===== src/rtl/serial_mod_n_if.sv =====
// Serial mod-N bit stream bus: bit/frame strobes in, registered remainder and frame results out.
// No backpressure: the producer owns in_valid, the block accepts every qualified bit.
interface serial_mod_n_if #(
    parameter int DIVISOR = 3,
    parameter int CNT_W   = 8
);
    localparam int RW = $clog2(DIVISOR);

    logic             clr;
    logic             in_valid;
    logic             in;
    logic             in_last;
    logic [RW-1:0]    rem;
    logic             div;
    logic [CNT_W-1:0] bit_cnt;
    logic             frame_valid;
    logic [RW-1:0]    frame_rem;
    logic             frame_div;

    modport master (
        output clr, in_valid, in, in_last,
        input  rem, div, bit_cnt, frame_valid, frame_rem, frame_div
    );

    modport slave (
        input  clr, in_valid, in, in_last,
        output rem, div, bit_cnt, frame_valid, frame_rem, frame_div
    );
endinterface


===== src/rtl/serial_mod_n.sv =====
// Running remainder of a serial word mod DIVISOR, one bit per accepted cycle, latency 1.
// No backpressure: every in_valid bit is absorbed; clr aborts the frame and wins over in_valid.
module serial_mod_n #(
    parameter int DIVISOR   = 3,
    parameter bit MSB_FIRST = 1'b1,
    parameter int CNT_W     = 8
) (
    input logic           clk,
    input logic           rst,
    serial_mod_n_if.slave bus
);
    localparam int RW = $clog2(DIVISOR);
    localparam logic [RW:0]      N_EXT   = DIVISOR[RW:0];
    localparam logic [CNT_W-1:0] CNT_MAX = '1;

    logic [1:0]       sync_q;
    logic [RW-1:0]    rem_q, rem_d;
    logic [RW-1:0]    w_q, w_d;
    logic [CNT_W-1:0] cnt_q, cnt_d;
    logic             start_q;
    logic             fv_q;
    logic [RW-1:0]    frem_q;
    logic             fdiv_q;

    logic [RW-1:0]    base_rem, base_w;
    logic [CNT_W-1:0] base_cnt;
    logic [RW:0]      sum, w2;
    logic             accept;

    // Reset release is re-timed so the first accepted bit lands well clear of the deassertion edge.
    always_ff @(posedge clk or negedge rst) begin
        if (!rst) begin
            sync_q <= 2'b00;
        end else begin
            sync_q <= {sync_q[0], 1'b1};
        end
    end

    assign accept = sync_q[1] & bus.in_valid;

    // A bit following a completed frame is computed from the initial state, not the held result.
    always_comb begin
        base_rem = start_q ? '0 : rem_q;
        base_w   = start_q ? RW'(1) : w_q;
        base_cnt = start_q ? '0 : cnt_q;
        sum      = '0;
        if (MSB_FIRST) begin
            sum = {base_rem, bus.in};
        end else begin
            sum = {1'b0, base_rem} + ({1'b0, base_w} & {(RW+1){bus.in}});
        end
        rem_d = (sum >= N_EXT) ? RW'(sum - N_EXT) : sum[RW-1:0];
        w2    = {base_w, 1'b0};
        w_d   = (w2 >= N_EXT) ? RW'(w2 - N_EXT) : w2[RW-1:0];
        cnt_d = (base_cnt == CNT_MAX) ? base_cnt : base_cnt + CNT_W'(1);
    end

    always_ff @(posedge clk or negedge rst) begin
        if (!rst) begin
            rem_q   <= '0;
            w_q     <= RW'(1);
            cnt_q   <= '0;
            start_q <= 1'b0;
            fv_q    <= 1'b0;
            frem_q  <= '0;
            fdiv_q  <= 1'b0;
        end else begin
            fv_q <= 1'b0;
            if (bus.clr) begin
                rem_q   <= '0;
                w_q     <= RW'(1);
                cnt_q   <= '0;
                start_q <= 1'b0;
            end else if (accept) begin
                rem_q   <= rem_d;
                w_q     <= w_d;
                cnt_q   <= cnt_d;
                start_q <= bus.in_last;
                if (bus.in_last) begin
                    fv_q   <= 1'b1;
                    frem_q <= rem_d;
                    fdiv_q <= (rem_d == '0);
                end
            end
        end
    end

    assign bus.rem         = rem_q;
    assign bus.div         = (rem_q == '0);
    assign bus.bit_cnt     = cnt_q;
    assign bus.frame_valid = fv_q;
    assign bus.frame_rem   = frem_q;
    assign bus.frame_div   = fdiv_q;
endmodule


===== src/flat_wrapper.sv =====
// flat-port wrapper written by rule: the top's interface ports become plain ports
module serial_mod_n_flat 
#(
    parameter int DIVISOR   = 3,
    parameter bit MSB_FIRST = 1'b1,
    parameter int CNT_W     = 8
)
  (clk, rst, bus_clr, bus_in_valid, bus_in, bus_in_last, bus_rem, bus_div, bus_bit_cnt, bus_frame_valid, bus_frame_rem, bus_frame_div);
  serial_mod_n_if #(.DIVISOR(DIVISOR), .CNT_W(CNT_W)) bus_i ();
  input logic clk;
  input logic rst;
  input wire logic [$bits(bus_i.clr)-1:0] bus_clr;
  input wire logic [$bits(bus_i.in_valid)-1:0] bus_in_valid;
  input wire logic [$bits(bus_i.in)-1:0] bus_in;
  input wire logic [$bits(bus_i.in_last)-1:0] bus_in_last;
  output wire logic [$bits(bus_i.rem)-1:0] bus_rem;
  output wire logic [$bits(bus_i.div)-1:0] bus_div;
  output wire logic [$bits(bus_i.bit_cnt)-1:0] bus_bit_cnt;
  output wire logic [$bits(bus_i.frame_valid)-1:0] bus_frame_valid;
  output wire logic [$bits(bus_i.frame_rem)-1:0] bus_frame_rem;
  output wire logic [$bits(bus_i.frame_div)-1:0] bus_frame_div;
  assign bus_i.clr = bus_clr;
  assign bus_i.in_valid = bus_in_valid;
  assign bus_i.in = bus_in;
  assign bus_i.in_last = bus_in_last;
  assign bus_rem = bus_i.rem;
  assign bus_div = bus_i.div;
  assign bus_bit_cnt = bus_i.bit_cnt;
  assign bus_frame_valid = bus_i.frame_valid;
  assign bus_frame_rem = bus_i.frame_rem;
  assign bus_frame_div = bus_i.frame_div;
  serial_mod_n #(.DIVISOR(DIVISOR), .MSB_FIRST(MSB_FIRST), .CNT_W(CNT_W)) u_core (.clk(clk), .rst(rst), .bus(bus_i));
endmodule

===== config.mk =====
export PLATFORM = sky130hd
export DESIGN_NAME = serial_mod_n_flat
export DESIGN_NICKNAME = d
export VERILOG_FILES = /design/src/rtl/serial_mod_n_if.sv /design/src/rtl/serial_mod_n.sv /design/src/flat_wrapper.sv
export SDC_FILE = /design/constraint.sdc
export NUM_CORES = 1
export LEC_CHECK = 0
export ABC_AREA = 1
export BUFFER_PORTS_ARGS = -buffer_cell sky130_fd_sc_hd__buf_2
export CAP_MARGIN = 30
export CORE_MARGIN = 3
export CORE_UTILIZATION = 50
export CTS_CLUSTER_DIAMETER = 80
export CTS_CLUSTER_SIZE = 10
export DETAILED_ROUTE_END_ITERATION = 7
export PLACE_DENSITY = 0.86
export SLEW_MARGIN = 20
export SYNTH_ARGS = -nofsm -noshare
export SYNTH_HDL_FRONTEND = slang
export SYNTH_SLANG_ARGS = --single-unit

===== constraint.sdc =====
create_clock -name clk -period 1.9 [get_ports clk]
set_input_delay 0.19 -clock clk [delete_from_list [all_inputs] [get_ports clk]]
set_output_delay 0.19 -clock clk [all_outputs]
set_load 0.01 [all_outputs]

==> impl_summary.log, run 1 <==
[metrics] outcome: finished clean
[metrics] largest stage delay on the critical path: between 0.4 and 0.5 ns
[metrics] via count: about 920
[metrics] critical path peak fanout: 7
[metrics] initial core utilization: 0.565
[metrics] pin count of the biggest net entering global routing: 18
[metrics] H-Tree Depth: 1
[metrics] required time of the critical path: roughly 2.1 ns
[metrics] clock tree root driver cell: sky130_fd_sc_hd__clkbuf_4
[metrics] CP bufs+invs: 3
[metrics] area of the core region: about 0.0019 mm²
[metrics] nets: 165
[metrics] DIE HEIGHT: 51.8 µm
[metrics] Post-Synthesis Cell Area: roughly 0.0010 mm²
[metrics] drt via density: 5.06
[metrics] static power due to leakage: between 0.6 and 0.7 nW
[metrics] most numerous cell in the Yosys netlist: sky130_fd_sc_hd__nand2_1
[metrics] total inserted antenna cells: 0
[metrics] number of post-CTS setup repair buffers: 0
[metrics] detailed-route wire length: ~2300 µm
[metrics] DRT antenna net count: 0
[metrics] total count of hold-check failures in the final report: 0
[metrics] fmax: ~590 MHz
[metrics] Synth area leader: sky130_fd_sc_hd__dfrtp_1
[metrics] class of the most critical setup path: reg -> reg
[metrics] IR drop worst, VDD: 420 µV
[metrics] Cell Rows: 15
[metrics] width of the die: a little over 50 µm
[metrics] CTS tree: built
[metrics] number of global-route vias before repair: 904
[metrics] number of cells on the worst hold path: 3
[metrics] sequential element share of the synthesized area: 0.405
[metrics] FF+latch count, synth: 17
[metrics] number of buffers added on ports: 20
[metrics] share of post-route cells with drive strength above 1: 0.333
[metrics] Arr. time, crit path: roughly 1.9 ns
[metrics] overall overflow remaining after global route: 0
[metrics] layout overhead on the synthesized area: 16.2%
[metrics] count of flip-flops with a built-in enable after synthesis: 0
[metrics] class of the tightest hold or removal check: in -> reg
[metrics] number of distinct library cells after synthesis: 25
[metrics] GRT Overall Usage: 0.212
[metrics] series of cell instances along the critical path: inv_2 -> nand2_1 -> inv_1 -> ha_1 -> nand2_1 -> nor2_4 -> inv_2 -> nor2_1 -> nand3b_1 -> nand3_1 -> nand2_1
[metrics] Resized Gates After CTS: 0
[metrics] DIE AREA: approximately 0.0027 mm²
[metrics] final slew viol count: 0
[metrics] Top cell by count, worst path: sky130_fd_sc_hd__nand2_1
[metrics] dominant combinational cell family by area after synthesis: simple AND/OR/NAND/NOR gates
[metrics] number of nets produced by synthesis: between 100 and 150
[metrics] xor/xnor cell area share of the yosys netlist: 0.0167
[metrics] count of unresolved DRC violations after routing: 0
[metrics] final setup violation count: 0
[metrics] leading post-synthesis cells by instance count: 43 x sky130_fd_sc_hd__nand2_1, 17 x sky130_fd_sc_hd__dfrtp_1, 12 x sky130_fd_sc_hd__inv_1
[metrics] Worst Setup Start Kind: flop
[metrics] share of synthesized cell area in and, or, nand and nor gates: 0.452
[metrics] end-of-flow core utilization: 0.657
[metrics] crit-path leading delay family: simple AND/OR/NAND/NOR gates
[metrics] cell with the largest stage delay on the worst path: sky130_fd_sc_hd__dfrtp_1
[metrics] clock tree skew after final layout: between 0.01 and 0.015 ns
[metrics] cell count after synthesis: 131
[metrics] number of top-level pins: 21
[metrics] pwr/cell area: between 500 and 600 mW/mm²
[metrics] total stage count of the critical path: 11
[metrics] detailed-route wire length per cell: between 10 and 15 µm
[metrics] Clk pin slew, worst setup/hold paths: ~0.11 ns
[metrics] mux cell area share after synthesis: 0
[metrics] CTS sink cnt: 17
[metrics] Post-Route Setup TNS: 0 ns
[metrics] initial antenna violation count: 0
[metrics] Final Wtd Congestion: a little over 0.9
[metrics] time the final worst path needs with I/O delays and setup: 1.69 ns
[metrics] minimum hold slack: 0.170 ns
[metrics] Mapped Avg Cell Area: roughly 8.0 µm²
[metrics] number of max-cap violations: 0
[metrics] 1st-iter DRT viols: 24
[metrics] clock buffers created by TritonCTS: 3
[metrics] Ys Warns: 0
[metrics] biggest area contributors in the synthesized netlist: sky130_fd_sc_hd__dfrtp_1 41%, sky130_fd_sc_hd__nand2_1 15%, sky130_fd_sc_hd__nand2_2 4.8%
[metrics] Post-Synth Adder-Cell Area: 0.0238
[metrics] dominant synthesized flop cell: sky130_fd_sc_hd__dfrtp_1
[metrics] unrepaired setup endpoints after global routing: false
[metrics] critical path endpoint category: flop
[metrics] HPWL reported at the end of detailed placement: around 1700 µm
[metrics] complex-gate fraction of the synthesized area: 0.0262
[metrics] number of detailed-routing iterations run before antenna repair: 4
[metrics] worst r2r path cells: 11
[metrics] fill count: approximately 170
[metrics] share of Yosys cell area claimed by the top area cell type: 0.405
[metrics] final worst path period share: 0.891
[metrics] first-pass GRT wire length: 4020 µm
[metrics] CTS max path bufs: 2
[metrics] post-synthesis async set-or-reset flop share: 1.00
[metrics] Clock Latency Late Sink: ~0.31 ns
[worst min-delay path: cells and delay by family]
kind                   cells  cell delay (ns)
buffers and inverters      1             0.11
and+or+nand+nor            2             0.15
[registers in the layout (all words and copies together) (netlist names)]
signal                  flops
u_core.start_q              1
u_core.bus.frame_div        1
u_core.sync_q               2
u_core.bus.rem              2
u_core.bus.frame_rem        2
u_core.bus.bit_cnt          8
u_core.bus.frame_valid      1
[metal layers]
layer | global-route usage | wire [µm] | vias up
met2 | 0.368 | 1230 | 23
met1 | 0.219 | 847 | 433
li1 | - | - | 452
met4 | 0.127 | 66 | 0
met5 | 0 | 0 | -
met3 | 0.0659 | 123 | 7
[cell families after synthesis]
kind of cell,count (synthesis)
buffers and inverters,18
XOR/XNOR,2
AND/OR/NAND/NOR,86
AO/OA/AOI/OAI,5
other,1
adder cells (fa/ha/maj),2
flip-flops,17
[where the power goes]
group          total (mW)  switching, mW  internal, mW
logic               0.115         0.0706        0.0448
clock network       0.208          0.127        0.0806
registers           0.394         0.0130         0.381
[layout make-up]
type,count,area [µm²],area share
multi-input cells,96,548,0.449
repair buffers,23,125,0.103
clock inverters,1,7.51,0.00615
flip-flops and latches,17,425,0.349
clock buffers,3,22.5,0.0185
inverters,16,60.1,0.0492
well taps,25,31.3,0.0256
[metrics by stage]
stage                     worst slack, ns  cells  power, mW  cell area (µm²)
after floorplan                     0.286    131      0.469             1050
after global placement              0.339    176      0.511             1180
after detailed placement            0.232    176      0.515             1180
after CTS                           0.213    181      0.730             1220
after global routing               0.0385    181      0.764             1220
final                               0.207    181      0.717             1220
[worst paths after layout]
path / from / end / slack, ns
setup reg to reg: u_core.start_q / u_core.bus.bit_cnt[6] / 0.21
hold / removal: bus_in_last / u_core.bus.frame_valid / 0.17
min in group asynchronous: rst / u_core.bus.bit_cnt[2] / 0.31
hold reg to reg: u_core.sync_q[0] / u_core.sync_q[1] / 0.37
max in group asynchronous: rst / u_core.bus.bit_cnt[5] / 1.29
setup / recovery: u_core.start_q / u_core.bus.bit_cnt[6] / 0.21
[layout by cell type (no fill, tap or decap)]
cell type                       count
sky130_fd_sc_hd__nand2_1           43
sky130_fd_sc_hd__buf_2             20
sky130_fd_sc_hd__dfrtp_1           17
sky130_fd_sc_hd__inv_1             12
sky130_fd_sc_hd__nand3_1           10
sky130_fd_sc_hd__nor2_1             9
sky130_fd_sc_hd__nand2_2            8
sky130_fd_sc_hd__inv_2              4
sky130_fd_sc_hd__nor2_4             3
sky130_fd_sc_hd__o21ai_1            3
sky130_fd_sc_hd__clkbuf_4           3
sky130_fd_sc_hd__nand3_4            2
sky130_fd_sc_hd__nor2_2             2
sky130_fd_sc_hd__nand2_4            2
sky130_fd_sc_hd__nand3_2            2
sky130_fd_sc_hd__xor2_1             2
sky130_fd_sc_hd__ha_1               2
sky130_fd_sc_hd__buf_4              2
sky130_fd_sc_hd__nor2_8             1
sky130_fd_sc_hd__nand3b_2           1
sky130_fd_sc_hd__o21a_1             1
sky130_fd_sc_hd__nand3b_1           1
sky130_fd_sc_hd__nand4_1            1
sky130_fd_sc_hd__nor3_2             1
sky130_fd_sc_hd__a21oi_1            1
sky130_fd_sc_hd__clkinvlp_4         1
sky130_fd_sc_hd__dlygate4sd3_1      1
sky130_fd_sc_hd__conb_1             1
[timing repair]
action,CTS,global route
endpoints found under the hold margin,17,0
hold buffers,1,0
endpoints found under the setup margin,0,0
Power figures use the tool's default switching activity.
==> inputs of run 2 (changes only) <==
- SETUP_SLACK_MARGIN: default -> 0.3
==> impl_summary.log, run 2 (same netlist as run 1, synthesis figures left out) <==
[metrics] outcome: finished clean
[metrics] GRT Overall Usage: 0.196 (-0.0152)
[metrics] class of the most critical setup path: reg -> reg
[metrics] total power: 713 µW (-0.65%)
[metrics] nets: 173 (+4.8%)
[metrics] Worst Setup Start Kind: flop
[metrics] 1st-iter DRT viols: 21 (-13%)
[metrics] CP bufs+invs: 3 (unchanged)
[metrics] number of max-cap violations: 0 (unchanged)
[metrics] cell with the largest stage delay on the worst path: sky130_fd_sc_hd__dfrtp_1
[metrics] number of buffers added on ports: 20 (unchanged)
[metrics] commonest non-fill, non-tap cell in the layout: sky130_fd_sc_hd__nand2_1
[metrics] FF-to-FF setup slack: 0.29 ns (+0.09 ns)
[metrics] drt via density: 4.99 (-1.3%)
[metrics] detailed-route wire length per cell: 12.7 µm (+1.4%)
[metrics] fmax: 622 MHz (+5.4%)
[metrics] IR drop worst, VDD: 379 µV (-9.7%)
[metrics] Clk pin slew, worst setup/hold paths: 0.10 ns (about the same)
[metrics] Post-Route Setup TNS: 0 ns (unchanged)
[metrics] DIE AREA: 0.00269 mm² (unchanged)
[metrics] width of the die: 51.8 µm (unchanged)
[metrics] overall overflow remaining after global route: 0 (unchanged)
[metrics] max reg flops: 8 (unchanged)
[metrics] filler-free cell count of the finished design: 189 (+4.4%)
[metrics] class of the tightest hold or removal check: in -> reg
[metrics] area of the core region: 0.00186 mm² (unchanged)
[metrics] static power due to leakage: 0.722 nW (+5.8%)
[metrics] CTS max path bufs: 2 (unchanged)
[metrics] Cell Rows: 15 (unchanged)
[metrics] clock tree skew after final layout: 0.00310 ns (-0.0117 ns)
[metrics] pin count of the biggest net entering global routing: 18 (unchanged)
[metrics] first-pass GRT wire length: 3910 µm (-2.9%)
[metrics] via count: 943 (+3.1%)
[metrics] HPWL reported at the end of detailed placement: 1650 µm (-2.1%)
[metrics] number of global-route vias before repair: 957 (+5.9%)
[metrics] number of top-level pins: 21 (unchanged)
[metrics] total count of hold-check failures in the final report: 0 (unchanged)
[metrics] final setup violation count: 0 (unchanged)
[metrics] number of detailed-routing iterations run before antenna repair: 4 (unchanged)
[metrics] time the final worst path needs with I/O delays and setup: 1.61 ns (-0.0860 ns)
[metrics] Clock Latency Late Sink: 0.28 ns (-0.03 ns)
[metrics] clock tree root driver cell: sky130_fd_sc_hd__clkbuf_4
[metrics] critical path peak fanout: 5 (-2)
[metrics] count of unresolved DRC violations after routing: 0 (unchanged)
[metrics] Arr. time, crit path: 1.79 ns (-0.11 ns)
[metrics] required time of the critical path: 2.08 ns (-0.02 ns)
[metrics] most used cells in the layout excluding fill and tap cells: 41 x sky130_fd_sc_hd__nand2_1, 20 x sky130_fd_sc_hd__buf_2, 17 x sky130_fd_sc_hd__dfrtp_1
[metrics] series of cell instances along the critical path: inv_4 -> nand2_1 -> inv_2 -> ha_2 -> nand2_2 -> nor2_4 -> buf_4 -> nand3_1 -> nand3_1 -> nand2_1
[metrics] final worst path period share: 0.846 (-0.0453)
[metrics] total inserted antenna cells: 0 (unchanged)
[metrics] initial antenna violation count: 0 (unchanged)
[metrics] unrepaired setup endpoints after global routing: true
[metrics] share of post-route cells with drive strength above 1: 0.396 (+0.0630)
[metrics] initial core utilization: 0.565 (unchanged)
[metrics] CTS sink cnt: 17 (unchanged)
[metrics] final slew viol count: 0 (unchanged)
[metrics] DRT antenna net count: 0 (unchanged)
[metrics] post-placement cell count: 175 (-0.57%)
[metrics] DIE HEIGHT: 51.8 µm (unchanged)
[metrics] crit-path leading delay family: simple AND/OR/NAND/NOR gates
[metrics] layout overhead on the synthesized area: 23.2%
[metrics] critical path endpoint category: flop
[metrics] Final Wtd Congestion: 0.848 (-8.6%)
[metrics] detailed-route wire length: 2400 µm (+5.9%)
[metrics] pwr/cell area: 551 mW/mm² (-6.3%)
[metrics] CTS tree: built
[metrics] largest stage delay on the critical path: 0.42 ns (-0.03 ns)
[metrics] clock buffers created by TritonCTS: 3 (unchanged)
[metrics] H-Tree Depth: 1 (unchanged)
-- run 2: cell types whose count changed in the layout (fill, tap and decap cells not counted), sizes merged --
cell	before	now
buf	22	30
clkinvlp	1	0
clkbuf	3	4
-- run 2: worst paths after layout --
kind | startpoint | to | cells past startpoint
max | u_core.start_q | u_core.bus.bit_cnt[0] | 10
min | bus_in_last | u_core.bus.frame_rem[1] | 3
max reg2reg | u_core.start_q | u_core.bus.bit_cnt[0] | 10
min reg2reg | u_core.sync_q[0] | u_core.sync_q[1] | 0
max in group asynchronous | rst | u_core.start_q | 2
min in group asynchronous | rst | u_core.bus.bit_cnt[0] | 2
-- run 2: tightest hold or removal path, stage by stage --
cell,delay [ns]
sky130_fd_sc_hd__buf_2,0.11
sky130_fd_sc_hd__nand4_1,0.10
sky130_fd_sc_hd__nand2_1,0.06
-- run 2: cell type report --
type	instances	area, µm²
timing repair buffer	31	185
clock buffer	4	26.3
sequential	17	425
tap	25	31.3
inverter	16	62.6
multi-input combinational	96	563
fill	148	564
-- run 2: repair_timing --
item,4_1_cts,5_1_grt
resized for setup,1,7
buffers inserted,6,3
pin swaps,1,3
hold endpoints to repair,17,0
endpoints found under the setup margin,8,9
hold buffers,1,0
-- run 2: stage by stage --
stage               hold WS (ns)  utilization  cell area [µm²]  worst slack [ns]
floorplan                 -0.106            -             1050             0.311
global placement           0.128        0.631             1170             0.247
detailed placement         0.135        0.631             1170             0.135
CTS                        0.207        0.676             1260             0.331
global route               0.195        0.696             1290             0.192
finish                     0.207        0.696             1290             0.293
-- run 2: power by group --
group | leakage (nW) | internal, mW | switching [mW]
clock network | 0.0150 | 0.0814 | 0.110
registers | 0.226 | 0.381 | 0.0132
logic | 0.481 | 0.0521 | 0.0751
total | 0.722 | 0.514 | 0.198
-- run 2: metal layers --
metal | vias to the layer above | global-route usage | share of wire
li1 | 469 | - | -
met1 | 448 | 0.212 | 0.40
met2 | 26 | 0.383 | 0.56
met3 | 0 | 0.0344 | 0.042
met4 | 0 | 0.0524 | 0
met5 | - | 0 | 0
